`src/rtl/wb_regfile_stage.sv`:
```
// Write-back stage: selects the write-back value, updates the register file and feeds a one-cycle forwarding register.
// Optional WB_RETIRE_CNT_EN adds a 32-bit retire_count output counting committed register writes.
module wb_regfile_stage #(
  parameter int WIDTH = 32,
  parameter int AW    = 5
) (
  input  logic             clk,
  input  logic             reset,
  input  logic [WIDTH-1:0] F_in,
  input  logic [WIDTH-1:0] mem_data,
  input  logic             RW,
  input  logic [AW-1:0]    DA,
  input  logic             N_xor_V,
  input  logic [1:0]       MD,
  input  logic [AW-1:0]    AA,
  input  logic [AW-1:0]    BA,
  output logic [WIDTH-1:0] A_data,
  output logic [WIDTH-1:0] B_data,
  output logic [WIDTH-1:0] D_data,
  output logic             fwd_valid,
  output logic [AW-1:0]    fwd_DA,
  output logic [WIDTH-1:0] fwd_D
`ifdef WB_RETIRE_CNT_EN
  ,
  output logic [31:0]      retire_count
`endif
);

  localparam int NREGS = 2 ** AW;

  logic [WIDTH-1:0] regs [NREGS];
  logic             wr_en;

  assign wr_en = RW && (DA != '0) && !reset;

  always_comb begin
    D_data = F_in;
    case (MD)
      2'b01:   D_data = mem_data;
      2'b10:   D_data = {{(WIDTH-1){1'b0}}, N_xor_V};
      default: D_data = F_in;
    endcase
  end

  // Register 0 is hardwired to zero; a write in flight is bypassed to matching read ports.
  always_comb begin
    A_data = regs[AA];
    if (AA == '0)
      A_data = '0;
    else if (wr_en && (AA == DA))
      A_data = D_data;
  end

  always_comb begin
    B_data = regs[BA];
    if (BA == '0)
      B_data = '0;
    else if (wr_en && (BA == DA))
      B_data = D_data;
  end

  always_ff @(posedge clk) begin
    if (reset) begin
      for (int i = 0; i < NREGS; i++)
        regs[i] <= '0;
    end else if (wr_en) begin
      regs[DA] <= D_data;
    end
  end

  always_ff @(posedge clk) begin
    if (reset) begin
      fwd_valid <= 1'b0;
      fwd_DA    <= '0;
      fwd_D     <= '0;
    end else begin
      fwd_valid <= RW && (DA != '0);
      fwd_DA    <= DA;
      fwd_D     <= D_data;
    end
  end

`ifdef WB_RETIRE_CNT_EN
  always_ff @(posedge clk) begin
    if (reset)
      retire_count <= '0;
    else if (wr_en)
      retire_count <= retire_count + 32'd1;
  end
`endif

endmodule

```
`config.mk`:
```
export PLATFORM = sky130hd
export DESIGN_NAME = wb_regfile_stage
export DESIGN_NICKNAME = d
export VERILOG_FILES = /design/src/rtl/wb_regfile_stage.sv
export SDC_FILE = /design/constraint.sdc
export NUM_CORES = 2
export LEC_CHECK = 0
export ABC_AREA = 1
export CAP_MARGIN = 30
export CORE_AREA = 3 3 370 372
export DETAILED_ROUTE_END_ITERATION = 10
export DIE_AREA = 0 0 373 375
export RECOVER_POWER = 25
export SLEW_MARGIN = 10
export SYNTH_ARGS = -nofsm -noshare
export SYNTH_HDL_FRONTEND = slang
export SYNTH_SLANG_ARGS = --single-unit
```
`constraint.sdc`:
```
create_clock -name clk -period 3 [get_ports clk]
set_input_delay 0.3 -clock clk [delete_from_list [all_inputs] [get_ports clk]]
set_output_delay 0.3 -clock clk [all_outputs]
set_load 0.03 [all_outputs]
```
* Word-level counts from Yosys, hierarchy flattened *
Memories as Yosys holds them, arrays and structs flattened.
Cells that the tools add are included.

storage, ports and cells
  register bits after elaboration = 38
  memory bits (writable) = 1024
  logic and storage cells = 30
  memories kept = 1

operators by class
  equality and inequality tests = 4
  mux-type cells = 13
  reductions and logical operators = 9

memories
  memory  depth  width  rd ports  clocked after Yosys merged registers in  write ports  line  RTL
  regs    32     32     2         0                                        32           31    logic [WIDTH-1:0] regs [NREGS];

operator list
  cell                                                                   number
  32-bit 2-to-1 mux                                                      5
  32-bit one-hot mux with 2 select lines                                 1
  32-bit OR reduction                                                    1
  5-bit equality test                                                    2
  5-bit zero test                                                        2
  1-bit 2-to-1 mux                                                       6
  5-bit 2-to-1 mux                                                       1
  5-bit nonzero test                                                     1
  1-bit logical AND                                                      4
  2-bit by 1-bit equality test with 1-bit output, second input constant  1
  2-bit equality test, second input constant                             1
  1-bit zero test                                                        1

* Depth between registers and ports, before layout *
  word-level depth = 8
  gate-level depth with buffers = 14
  mapped depth without buffers = 11

* Least setup slack after synthesis *
OpenSTA, ideal clock, no wires.

  kind = input -> register
  start = input DA[2]
  end = memory regs[17][0], enable pin
  arrival time = 2.199 ns
  data required time = 2.611 ns
  setup slack = 0.412 ns
  cell stages on the path = 11
  path buffers = 3
  path through = buf_2 inv_2 nand3_1 o21ai_2 nor2_1 buf_2 nand3_1 inv_2 nand2_1 buf_2 nand2_1

RTL lines
  element      line  RTL
  from (decl)  12    input logic [AW-1:0] DA,
  to (decl)    31

==> impl_results.md <==
* Synth Cell Area at 60,200 µm²
* Max-cap violations at 1
* Via count at 57,300
* Failing checks: max-capacitance violations, max-slew violations
* WS Path Type: register to primary output
* Status: finished with violations
* CTS root buffer: clkbuf_16
* HP Class: input port to register
* Clock buffer count from CTS at 120
* Hold path startpoint: DA[0]
* Final Critical Period at between 2 and 3 ns
* Clock Pin Slew Worst Setup and Hold Paths at 0.06 ns
* Row cnt at 134
* Ys Warns at 0
* Core area at about 130,000 µm²
* Peak supply drop at 477 µV
* First-pass GRT wire length at 363 mm
* Switching share of power at 29.5%
* Register share of total power at 44.5%
* DRT iter0 DRCs at 7,799
* Internal Dissipation at 0.0275 W
* Diodes inserted at 0
* Final slew viol count at 65
* Filler cells at 12,400
* Vias in the first global route at 54,800
* Worst Path Max Fanout at 2
* Crit start category: register
* Layout Cells excl Fill at roughly 9,800
* Die Y at between 300 and 400 µm
* Initial antenna violation count at 2
* I/O Buffers at 218
* Critical path's largest stage delay at 0.45 ns
* Slew HR at -23.2%
* Sequential Area at 31,500 µm²
* Psw at 0.0115 W
* CP Buf/Inv Count at 3
* RSZ-0062 raised after global routing: no
* Post-route ant nets at 0
* Pwr dens at 551 nW/µm²
* Worst-path cell chain: a21oi_1 > o21ai_0 > nand3_1 > nand3_1 > nand2_1 > nand3_1 > buf_4 > nand2_1 > inv_1 > buf_12
* Worst Path Required at between 2 and 3 ns
* Final Cycle Share at between 90 and 100%
* Global route overflow at 0
* Die Area at 140,000 µm²
* CP Launch Point: regs[24][1]
* Post-Syn Area per Cell at 7.70 µm²
* Hpwl dp at 161 mm
* Total Neg Setup Slack at 0 ns
* Data arrival, critical path at 2.65 ns
* Area occupied by multi-input gates at 22,900 µm²
* Avg WL per Cell at about 25 µm
* Global Route Usage Sum at 34.9%
* Number of synthesized flops with an enable pin at between 1,000 and 1,500
* Number of remaining DRC errors at 0
* Cell Count Post-Placement at 9,597
* Max clock buf depth at 3
* Commonest non-fill, non-tap cells in the layout: nand2_1 (1,727), nor2_1 (1,333), nand3_1 (1,096), edfxtp_1 (1,024), inv_1 (867)
* Synth async-reset ratio at 0%
* Cell mode on critical path: nand3_1
* Register area share after synthesis at 52.4%
* Layout cell share with drive strength beyond 1 at 9.64%
* Clock power frac at 37.0%
* CP delay by family, top: simple AND/OR/NAND/NOR gates
* # nets final at 8,045
* Fmax achieved at 0.339 GHz
* Slowest cell on crit path: edfxtp_1
* Leak Pwr at 30.4 nW
* Post-synthesis cell count at 7,812
* CP endpoint kind: primary output
* Cell variety after synth at 27
* Area delta synth->final at 17.5%
* Number of vias per cell at 5.83
* CTS H-tree lvls at 3
* Clock tree sinks at about 1,100
* Global placement routability congestion at 0.956
* Top_reg_cell synth: edfxtp_1
* Starting Density at 45.0%
* Synth Register Bits at 1,062
* Largest net degree at the start of global routing at 92
* Commonest non-fill, non-tap cell in the layout: nand2_1
* DRT Pass-1 Iters at 7
* Post-Route WL at 250 mm
* Die X at 373 µm
* Final setup viols at 0
* Combinational group share of total power at 18.5%
* CTS tree: yes
* # IOs at 219
* Final Hold Viols at 0
* Worst Max-Slew Pin Slew at 1.85 ns
## power by group through the flow
| stage | logic (W) | clock network [W] | registers (W) |
|---|---|---|---|
| after global placement | 0.00699 | 0 | 0.0176 |
| after floorplan | 0.00360 | 0 | 0.0176 |
| after global routing | 0.00762 | 0.0151 | 0.0174 |
| after detailed placement | 0.00705 | 0 | 0.0176 |
| final | 0.00720 | 0.0144 | 0.0173 |
| after CTS | 0.00707 | 0.0145 | 0.0173 |
## final cells by class
type,instances,share of cell area [%]
inverters,878,4.70
repair buffers,644,9.84
well taps,1768,3.13
flip-flops and latches,1062,44.6
multi-input cells,5252,32.5
clock buffers,149,4.52
clock inverters,74,0.789
## what timing repair did
item                                    4_1_cts  5_1_grt
hold endpoints to repair                      5        0
hold buffers                                  1        0
gates cloned                                  0        0
gates resized for setup                       5        3
endpoints found under the setup margin        3        8
pin swaps                                     0        4
setup buffers                                 0        6
## final timing paths
path	to	slack (ns)	cells past startpoint
worst min-delay path	fwd_DA[0]	0.30	3
worst max-delay path	B_data[1]	0.05	10
## Yosys cell counts (all sizes together) (2+ instances only)
master     n  area, µm²
o21ai    484       2430
nor2    1338       5020
nand2   1754       6580
ha         2       25.0
or2       36        225
a22oi     31        383
nand4      3       18.8
nand3   1096       5490
dfxtp     38        761
inv      876       3290
clkbuf   382       1430
edfxtp  1024      30700
a21oi    426       2130
o211ai    33        248
xor2       2       17.5
clkinv     2       7.51
nor3       8       45.0
buf      269       1250
xnor2      6       52.6
## per-stage QoR
step	utilization [%]	setup slack [ns]	hold slack [ns]	power (W)	area, µm²
after floorplan	-	0.412	0.500	0.0212	60300
after global placement	50.3	0.00381	0.655	0.0246	67200
after detailed placement	50.3	0.0180	0.671	0.0247	67200
after CTS	53.1	0.00175	0.247	0.0389	70900
after global routing	52.9	0.00646	0.284	0.0401	70700
final	52.9	0.0472	0.300	0.0389	70700
## flip-flops by register name, summed over array words and instances, names as in the netlist
signal     count
regs        1024
fwd_DA         5
fwd_D         32
fwd_valid      1
## layer usage
layer / vias to the layer above / GRT usage [%] / wire [µm]
li1: 25600 / - / -
met1: 27100 / 43.8 / 91000
met2: 3815 / 53.5 / 109000
met3: 866 / 7.92 / 29600
met4: 2 / 24.5 / 20400
met5: - / 0 / 11
## logic make-up (layout without fill, tap and decap cells)
family                     count (synthesis)  after routing  share of synthesized area, %
DFF                                     1062           1062                          52.4
other                                      1             32                       0.00623
xor gates and xnor gates                   8              8                         0.116
and+or+nand+nor                         4236           4236                          28.9
buffers and inverters                   1529           1745                          9.94
adders and majority gates                  2              2                        0.0416
AOI/OAI and AO/OA                        974            974                          8.62
Power figures use the tool's default switching activity.
